--- config.mk ---
export PLATFORM = sky130hd
export DESIGN_NAME = dec_ascii_tx_flat
export DESIGN_NICKNAME = d
export VERILOG_FILES = /design/src/rtl/dec_ascii_tx_if.sv /design/src/rtl/dec_ascii_tx.sv /design/src/flat_wrapper.sv
export SDC_FILE = /design/constraint.sdc
export NUM_CORES = 1
export LEC_CHECK = 0
export ABC_CLOCK_PERIOD_IN_PS = 3350
export BUFFER_PORTS_ARGS = -buffer_cell sky130_fd_sc_hd__buf_2
export CAP_MARGIN = 5
export CELL_PAD_IN_SITES_DETAIL_PLACEMENT = 1
export CELL_PAD_IN_SITES_GLOBAL_PLACEMENT = 1
export CORE_MARGIN = 2
export CORE_UTILIZATION = 44
export DETAILED_ROUTE_END_ITERATION = 10
export PLACE_DENSITY = 0.79
export SETUP_SLACK_MARGIN = 0.2
export SLEW_MARGIN = 40
export SYNTH_ARGS = -nofsm -noshare
export SYNTH_HDL_FRONTEND = slang
export SYNTH_SLANG_ARGS = --single-unit
--- constraint.sdc ---
create_clock -name clk -period 3.35 [get_ports clk]
set_input_delay 0.67 -clock clk [delete_from_list [all_inputs] [get_ports clk]]
set_output_delay 0.67 -clock clk [all_outputs]
set_load 0.02 [all_outputs]
--- src/rtl/dec_ascii_tx_if.sv ---
// dec_ascii_tx_if -- request/byte-stream bundle for the decimal ASCII printer.
//
// Handshake semantics (single rule for both directions):
//   * A print request is taken on a rising clk edge where start=1 and the
//     printer is idle (busy=0). While busy=1, start is ignored.
//   * A byte is transferred on a rising clk edge where wr_uart=1. wr_uart is
//     only raised when tx_full=0, so tx_full acts as the inverse of "ready".
//     While tx_full=1 the pending byte is held on w_data unchanged.
//
// Signals:
//   start      master->slave  print request, level sampled each edge
//   value      master->slave  16-bit unsigned number to print
//   tx_full    master->slave  UART TX FIFO full, blocks writes
//   wr_uart    slave->master  one-byte write strobe
//   w_data     slave->master  ASCII byte, valid when wr_uart=1
//   busy       slave->master  transfer in progress
//   done_tick  slave->master  one-cycle pulse after the last byte
//   state_dbg  slave->master  current FSM state encoding, for observation

interface dec_ascii_tx_if;
    logic        start;
    logic [15:0] value;
    logic        tx_full;
    logic        wr_uart;
    logic [7:0]  w_data;
    logic        busy;
    logic        done_tick;
    logic [2:0]  state_dbg;

    modport master (
        output start, value, tx_full,
        input  wr_uart, w_data, busy, done_tick, state_dbg
    );

    modport slave (
        input  start, value, tx_full,
        output wr_uart, w_data, busy, done_tick, state_dbg
    );
endinterface

--- src/rtl/dec_ascii_tx.sv ---
// dec_ascii_tx -- prints a 16-bit unsigned value as decimal ASCII into a
// UART transmit FIFO, optionally followed by CR LF.
//
// Ports:
//   clk    sole clock, rising edge
//   reset  asynchronous, active-high
//   bus    dec_ascii_tx_if.slave (start/value/tx_full in,
//          wr_uart/w_data/busy/done_tick/state_dbg out)
//
// Flow: IDLE -> CONV (16 double-dabble steps) -> SEND (1..5 digits)
//       -> [CR -> LF] -> DONE (one cycle) -> IDLE.

module dec_ascii_tx #(
    parameter bit SEND_CRLF = 1'b1
) (
    input  logic          clk,
    input  logic          reset,
    dec_ascii_tx_if.slave bus
);

    typedef enum logic [2:0] {
        IDLE = 3'd0,
        CONV = 3'd1,
        SEND = 3'd2,
        CR   = 3'd3,
        LF   = 3'd4,
        DONE = 3'd5
    } state_t;

    state_t      state;
    logic [15:0] bin;    // captured value; shifted out MSB-first during CONV
    logic [19:0] bcd;    // five BCD digits; in SEND the next digit sits in [19:16]
    logic [3:0]  cnt;    // CONV step counter, 0..15
    logic [2:0]  ndig;   // digits still to send

    // One double-dabble step: add 3 to every digit >= 5, then shift
    // {bcd, bin} left by one.
    function automatic logic [35:0] dabble_step(input logic [19:0] b,
                                                input logic [15:0] s);
        logic [19:0] adj;
        for (int i = 0; i < 5; i++) begin
            adj[4*i +: 4] = (b[4*i +: 4] >= 4'd5) ? b[4*i +: 4] + 4'd3
                                                  : b[4*i +: 4];
        end
        return {adj[18:0], s, 1'b0};
    endfunction

    // Number of significant digits; zero still prints one digit.
    function automatic logic [2:0] digit_count(input logic [19:0] b);
        logic [2:0] n;
        n = 3'd1;
        for (int i = 1; i < 5; i++) begin
            if (b[4*i +: 4] != 4'd0) n = 3'(i + 1);
        end
        return n;
    endfunction

    logic [35:0] step;
    logic [19:0] bcd_next;
    logic [2:0]  nd_next;
    logic [4:0]  shamt;
    logic [19:0] bcd_aligned;

    // On the final CONV step the result is left-aligned so the first
    // significant digit lands in [19:16]; leading zeros are thereby
    // dropped without spending SEND cycles on them.
    always_comb begin
        step        = dabble_step(bcd, bin);
        bcd_next    = step[35:16];
        nd_next     = digit_count(bcd_next);
        shamt       = {3'd5 - nd_next, 2'b00};
        bcd_aligned = bcd_next << shamt;
    end

    always_ff @(posedge clk or posedge reset) begin
        if (reset) begin
            state <= IDLE;
            bin   <= 16'd0;
            bcd   <= 20'd0;
            cnt   <= 4'd0;
            ndig  <= 3'd0;
        end else begin
            case (state)
                IDLE: begin
                    if (bus.start) begin
                        bin   <= bus.value;
                        bcd   <= 20'd0;
                        cnt   <= 4'd0;
                        state <= CONV;
                    end
                end
                CONV: begin
                    cnt <= cnt + 4'd1;
                    bin <= step[15:0];
                    if (cnt == 4'd15) begin
                        bcd   <= bcd_aligned;
                        ndig  <= nd_next;
                        state <= SEND;
                    end else begin
                        bcd <= bcd_next;
                    end
                end
                SEND: begin
                    if (!bus.tx_full) begin
                        bcd  <= bcd << 4;
                        ndig <= ndig - 3'd1;
                        if (ndig == 3'd1) state <= SEND_CRLF ? CR : DONE;
                    end
                end
                CR: begin
                    if (!bus.tx_full) state <= LF;
                end
                LF: begin
                    if (!bus.tx_full) state <= DONE;
                end
                DONE: begin
                    state <= IDLE;
                end
                default: begin
                    state <= IDLE;
                end
            endcase
        end
    end

    // Byte path: w_data follows the pending byte even while stalled, so it
    // is stable across any tx_full stall; wr_uart is gated by tx_full.
    logic       wr;
    logic [7:0] data;

    always_comb begin
        wr   = 1'b0;
        data = 8'h00;
        case (state)
            SEND: begin
                wr   = !bus.tx_full;
                data = {4'h3, bcd[19:16]};
            end
            CR: begin
                wr   = !bus.tx_full;
                data = 8'h0D;
            end
            LF: begin
                wr   = !bus.tx_full;
                data = 8'h0A;
            end
            default: begin
                wr   = 1'b0;
                data = 8'h00;
            end
        endcase
    end

    assign bus.wr_uart   = wr;
    assign bus.w_data    = data;
    assign bus.busy      = (state != IDLE);
    assign bus.done_tick = (state == DONE);
    assign bus.state_dbg = state;

endmodule

--- src/flat_wrapper.sv ---
// flat-port wrapper written by rule: the top's interface ports become plain ports
module dec_ascii_tx_flat 
#(
    parameter bit SEND_CRLF = 1'b1
)
  (clk, reset, bus_start, bus_value, bus_tx_full, bus_wr_uart, bus_w_data, bus_busy, bus_done_tick, bus_state_dbg);
  dec_ascii_tx_if bus_i ();
  input  logic clk;
  input  logic reset;
  input wire logic [$bits(bus_i.start)-1:0] bus_start;
  input wire logic [$bits(bus_i.value)-1:0] bus_value;
  input wire logic [$bits(bus_i.tx_full)-1:0] bus_tx_full;
  output wire logic [$bits(bus_i.wr_uart)-1:0] bus_wr_uart;
  output wire logic [$bits(bus_i.w_data)-1:0] bus_w_data;
  output wire logic [$bits(bus_i.busy)-1:0] bus_busy;
  output wire logic [$bits(bus_i.done_tick)-1:0] bus_done_tick;
  output wire logic [$bits(bus_i.state_dbg)-1:0] bus_state_dbg;
  assign bus_i.start = bus_start;
  assign bus_i.value = bus_value;
  assign bus_i.tx_full = bus_tx_full;
  assign bus_wr_uart = bus_i.wr_uart;
  assign bus_w_data = bus_i.w_data;
  assign bus_busy = bus_i.busy;
  assign bus_done_tick = bus_i.done_tick;
  assign bus_state_dbg = bus_i.state_dbg;
  dec_ascii_tx #(.SEND_CRLF(SEND_CRLF)) u_core (.clk(clk), .reset(reset), .bus(bus_i));
endmodule
# ---- Word level (Yosys, flattened, before mapping)
# Cells that the tools add are included.
dict set report word_totals {
  ff_bits 46
  in_bits 20
  output_inout_bits 14
}
dict set report op_classes {
  add_sub_neg 8
  n_lt_le_gt_ge 5
  eq_ne 13
  n_shift 1
  mux 29
  reduce_logical 15
}
# op count
set op_table {}
lappend op_table {{2-to-1 mux 20 bit} 3}
lappend op_table {{case mux 20 bit (3 select lines)} 1}
lappend op_table {{2-to-1 mux 3 bit} 12}
lappend op_table {{case mux 16 bit (2 select lines)} 1}
lappend op_table {{>= comparator 4 x 3 -> 1 bit (second input constant)} 5}
lappend op_table {{2-to-1 mux 4 bit} 5}
lappend op_table {{left shift 20 x 5 -> 20 bit} 1}
lappend op_table {{case mux 6 bit (3 select lines)} 1}
lappend op_table {{adder 4 x 2 -> 4 bit (second input constant)} 4}
lappend op_table {{2-to-1 mux 16 bit} 1}
lappend op_table {{nonzero test 4 bit} 4}
lappend op_table {{case mux 3 bit (5 select lines)} 1}
lappend op_table {{inequality test 2 bit (second input constant)} 4}
lappend op_table {{case mux 4 bit (2 select lines)} 1}
lappend op_table {{== test 3 x 1 -> 1 bit (second input constant)} 2}
lappend op_table {{== test 3 x 2 -> 1 bit (second input constant)} 2}
lappend op_table {{== test 3 bit (second input constant)} 2}
lappend op_table {{case mux 3 bit (2 select lines)} 1}
lappend op_table {{AND reduction 3 bit} 2}
lappend op_table {{AND reduction 6 bit} 1}
lappend op_table {{nonzero test 3 bit} 2}
lappend op_table {{adder 4 x 1 -> 4 bit (second input constant)} 1}
lappend op_table {{== test 4 bit (second input constant)} 1}
lappend op_table {{inequality test 2 x 1 -> 1 bit (second input constant)} 2}
lappend op_table {{other kinds (10)} 11}

# ---- Depth between registers and ports, before layout
dict set report depth {
  word_depth 11
  ltp_mapped 11
  ltp_nobuf 9
}

# ---- Least setup slack after synthesis
# No wires, ideal clock.
dict set report synth_timing {
  path_kind {register -> output}
  from {register u_core.state[2] (netlist: u_core.bus.state_dbg[2])}
  to {output bus_w_data[5]}
  arrival_ps 2034
  t_required_ps 2680
  setup_slack_ps 646
  stages_incl_launch_ff 9
  path_buffers 4
  cell_sequence {dfrtp_1 > clkbuf_1 > inv_1 > nand2_1 > or2_2 > inv_1 > clkbuf_1 > buf_2 > buf_4}
}
dict set report synth_between {
  elab_chain_len 2
}
# item line_no
set synth_lines {}
lappend synth_lines {{start, declared} dec_ascii_tx.sv:30} ;# state_t state;
lappend synth_lines {{start signal, assigned} dec_ascii_tx.sv:107} ;# if (ndig == 3'd1) state <= SEND_CRLF ? CR : DONE;
lappend synth_lines {{== test 3 bit or == test 3 x 2 -> 1 bit (tied branches)} dec_ascii_tx.sv:134} ;# case (state)
lappend synth_lines {{case mux 6 bit (3 select lines) *} dec_ascii_tx.sv:134}
lappend synth_lines {{end, declared} flat_wrapper.sv:14} ;# output wire logic [$bits(bus_i.w_data)-1:0] bus_w_data;
# Mark *: on every way between the ends. The rest lies on a longest branch, timed or not.

# ---- Worst setup path after layout
dict set report layout_timing {
  from {register u_core.bcd[16]}
  to {register u_core.bcd[17]}
}
dict set report layout_between {
  elab_chain_len 8
}
# item line_no
set layout_lines {}
lappend layout_lines {{start, declared} dec_ascii_tx.sv:32} ;# logic [19:0] bcd;
lappend layout_lines {{start signal, assigned} dec_ascii_tx.sv:96} ;# bcd <= bcd_aligned;
lappend layout_lines {{start signal, assigned} dec_ascii_tx.sv:100} ;# bcd <= bcd_next;
lappend layout_lines {{start signal, assigned} dec_ascii_tx.sv:105} ;# bcd <= bcd << 4;
lappend layout_lines {{>= comparator 4 x 3 -> 1 bit or adder 3 x 2 -> 3 bit (tied branches)} dec_ascii_tx.sv:42} ;# adj[4*i +: 4] = (b[4*i +: 4] >= 4'd5) ? b[4*i +: 4] + 4'd3
lappend layout_lines {{2-to-1 mux 3 bit *} dec_ascii_tx.sv:42}
lappend layout_lines {{nonzero test 4 bit} dec_ascii_tx.sv:53} ;# if (b[4*i +: 4] != 4'd0) n = 3'(i + 1);
lappend layout_lines {{2-to-1 mux 3 bit} dec_ascii_tx.sv:53}
lappend layout_lines {{subtractor 3 bit} dec_ascii_tx.sv:71} ;# shamt = {3'd5 - nd_next, 2'b00};
lappend layout_lines {{left shift 20 x 5 -> 20 bit} dec_ascii_tx.sv:72} ;# bcd_aligned = bcd_next << shamt;
lappend layout_lines {{2-to-1 mux 20 bit *} dec_ascii_tx.sv:95} ;# if (cnt == 4'd15) begin
lappend layout_lines {{case mux 20 bit (3 select lines) *} dec_ascii_tx.sv:83} ;# case (state)
# Marks and branches as above.
# A chain may end at the register's enable or synchronous reset.

==> flow_summary.yaml <==
setup_path:
  critPathArrivalTime_ns: 3.25
  required_ns: 3.60
  path_max_fanout: 10
  endpoint_kind: "flip-flop"
  worstSetupStartpointType: "flip-flop"
  path_class: "flip-flop to flip-flop"
routing:
  vias_per_cell: 6.19
  drt_pass1_iterations: 5
  antenna_left: 0
  drc: 0
  routed_wl_um: 10600
  vias: 3371
  drt-initial-drc-count: 239
  wire_per_inst_um: 19.5
sta:
  clock-skew-final_ns: 0.00317
  maxSlewHeadroom: 0.447
  period_needed_ns: 3.00
  final_hold_viol_count: 0
  fmax_mhz: 334
  post-route-period-util: 0.895
  finalMaxSlewViolations: 0
  worstMarginPinSlew_ns: 0.830
  setup_viol: 0
  rsz0062_at_grt: "no"
  setup_tns_ns: 0
yosys:
  ys_seq_elements: 46
  yosysWarnings: 0
  ys_async_sr_fraction: 1.00
  synth_area_um2: 3350
  ys_seq_area_frac: 0.343
  ys.flop_type: "dfrtp_1"
  postSynthCellCount: 423
  synth_top_area_cell: "dfrtp_1"
  postSynthAreaPerCell_um2: 7.92
  synthTopCellsByArea: "dfrtp_1 (34%), a21oi_1 (7.2%), nor2_1 (6.5%)"
  synth_top_area_frac: 0.343
  synth-edff-count: 0
  synth_cell_types: 62
global_route:
  overflow: 0
  track_usage: 0.269
  grt_pass1_wl_um: 18000
  antenna_found_initial: 0
  first_global_vias: 3533
  grt_max_degree: 47
pwr:
  p_per_area_nw_per_um2: 1220
  totalPowerFinal_uw: 4510
  vdd_ir_drop_max_mv: 0.430
  p_leak_uw: 0.00161
clock_tree:
  cts_hold_buf: 0
  root_buffer: "clkbuf_8"
  cts_tree: "built"
  cts_setup_buffers: 0
  cts_buffer_depth: 2
  clk_pin_slew_ns: 0.10
  clkLatencyLatePin_ns: 0.31
  numCtsBuffers: 5
  htree_num_levels: 2
  cts.sinks: 46
finish:
  multi_input_area_um2: 2010
  num_antenna_cells: 0
  nets: 478
  ff_latch_area_um2: 1150
  nFillCells: 907
  areaGrowthSynthToFinish_pct: 10.0
  drive_gt1_frac: 0.139
die:
  die_h_um: 91.3
  die_w_um: 91.3
  core_um2: 7330
  die-area_um2: 8330
  fp-row-count: 31
  io_pins: 34
  initial_core_util: 0.457
job:
  max-cap-violations: 0
placement:
  io_buffer_count: 31
  gp_congestion: 0.944
  post-dp-hpwl_um: 7710
run_status:
  status: "complete, no violations"
min_path:
  hold_class: "primary input to asynchronous set/reset pin"
-- cells in the mapped netlist (6+ instances only) --
| master | count |
|---|---|
| nor2_1 | 58 |
| a21oi_1 | 48 |
| dfrtp_1 | 46 |
| nand2_1 | 36 |
| o21ai_0 | 25 |
| clkbuf_1 | 20 |
| inv_1 | 20 |
| o22ai_1 | 18 |
| nand3_1 | 14 |
| ha_1 | 13 |
| nor3_1 | 10 |
| a221oi_1 | 8 |
| mux2i_1 | 8 |
| nand2b_1 | 8 |
| nor3b_1 | 7 |
| o211ai_1 | 6 |
-- cell usage in the layout (no fill, tap or decap), types with 2 or more instances in the layout --
| cell type | instances |
|---|---|
| a2111oi_0 | 3 |
| a211oi_1 | 2 |
| a21o_1 | 5 |
| a21oi_1 | 48 |
| a221o_1 | 3 |
| a221oi_1 | 8 |
| a22oi_1 | 2 |
| a2bb2oi_1 | 2 |
| a31oi_1 | 5 |
| buf_2 | 31 |
| buf_4 | 10 |
| clkbuf_8 | 5 |
| clkinv_2 | 2 |
| conb_1 | 2 |
| dfrtp_1 | 46 |
| ha_1 | 13 |
| inv_1 | 19 |
| mux2i_1 | 8 |
| nand2_1 | 36 |
| nand2b_1 | 8 |
| nand3_1 | 13 |
| nor2_1 | 58 |
| nor2b_1 | 3 |
| nor3_1 | 10 |
| nor3b_1 | 7 |
| o211ai_1 | 6 |
| o21a_1 | 3 |
| o21ai_0 | 24 |
| o21ai_1 | 2 |
| o221ai_1 | 2 |
| o22ai_1 | 18 |
| o31ai_1 | 3 |
| or2_2 | 2 |
| xnor2_1 | 5 |
-- cell families (layout without fill, tap and decap cells) --
family                     Yosys count  count (layout)  synth area share
AOI/OAI and AO/OA                  150             150             0.297
xor gates and xnor gates             5               5            0.0131
adders and majority gates           14              14            0.0515
buffers and inverters               48              70            0.0586
DFF                                 46              46             0.343
muxes                                9               9            0.0272
other                                1               2           0.00112
and+or+nand+nor                    150             150             0.208
-- report_power, final --
part / total (uW) / switching [uW] / leakage [uW] / internal [uW]
combinational: 2990 / 1870 / 0.00101 / 1120
sequential: 1160 / 323 / 0.000555 / 838
clock: 365 / 217 / 0.0000483 / 148
-- worst paths after layout --
kind,startpoint,end,slack [ns],cells after the start
min in group clk,u_core.bin[14],u_core.bin[14],0.51,2
worst min-delay path,reset,u_core.cnt[2],0.44,2
max in group asynchronous,reset,u_core.bcd[9],2.52,2
worst max-delay path,u_core.bcd[16],u_core.bcd[17],0.35,9
worst max register to register,u_core.bcd[16],u_core.bcd[17],0.35,9
worst min register to register,u_core.bin[14],u_core.bin[14],0.51,2
-- routing by layer --
layer / part of all wire / GRT usage / vias up
li1: - / - / 1579
met1: 0.44 / 0.357 / 1642
met2: 0.48 / 0.441 / 122
met3: 0.055 / 0.0473 / 28
met4: 0.027 / 0.101 / 0
met5: 0 / 0 / -
-- timing repair --
action / 4_1_cts / 5_1_grt
resized for setup: 0 / 3
hold endpoints to repair: 0 / 0
endpoints found under the setup margin: 0 / 5
-- sequential cells by signal, indices dropped and copies added, names as in the netlist --
name and flops:
u_core.ndig 3, u_core.bin 16, u_core.bus.state_dbg 3, u_core.cnt 4
u_core.bcd 20
-- stage by stage --
step                hold slack (ns)  setup slack [ns]  utilization  area (um^2)  instances
floorplan                     0.467             0.646            -         3360        424
global placement              0.485             0.493        0.490         3590        537
detailed placement            0.493             0.418        0.490         3590        537
CTS                           0.456             0.394        0.502         3680        545
global route                  0.478             0.220        0.503         3690        545
finish                        0.436             0.352        0.503         3690        545
-- area by class of cell --
cell class | count | area share
clock buffer | 5 | 0.0187
clock inverter | 3 | 0.00509
inverter | 21 | 0.0220
multi-input combinational | 330 | 0.546
sequential | 46 | 0.312
tap | 99 | 0.0336
timing repair buffer | 41 | 0.0624
-- critical path, cell delays in order (launching register included) --
cell and delay (ns):
dfrtp_1 0.46, inv_1 0.11, ha_1 0.22, nand2b_1 0.07, a21oi_1 0.35, mux2i_1 0.41, and3_2 0.39, nand2_1 0.18
a2111oi_0 0.53, o32a_1 0.22
No activity file was read; power rests on OpenSTA's default activity.
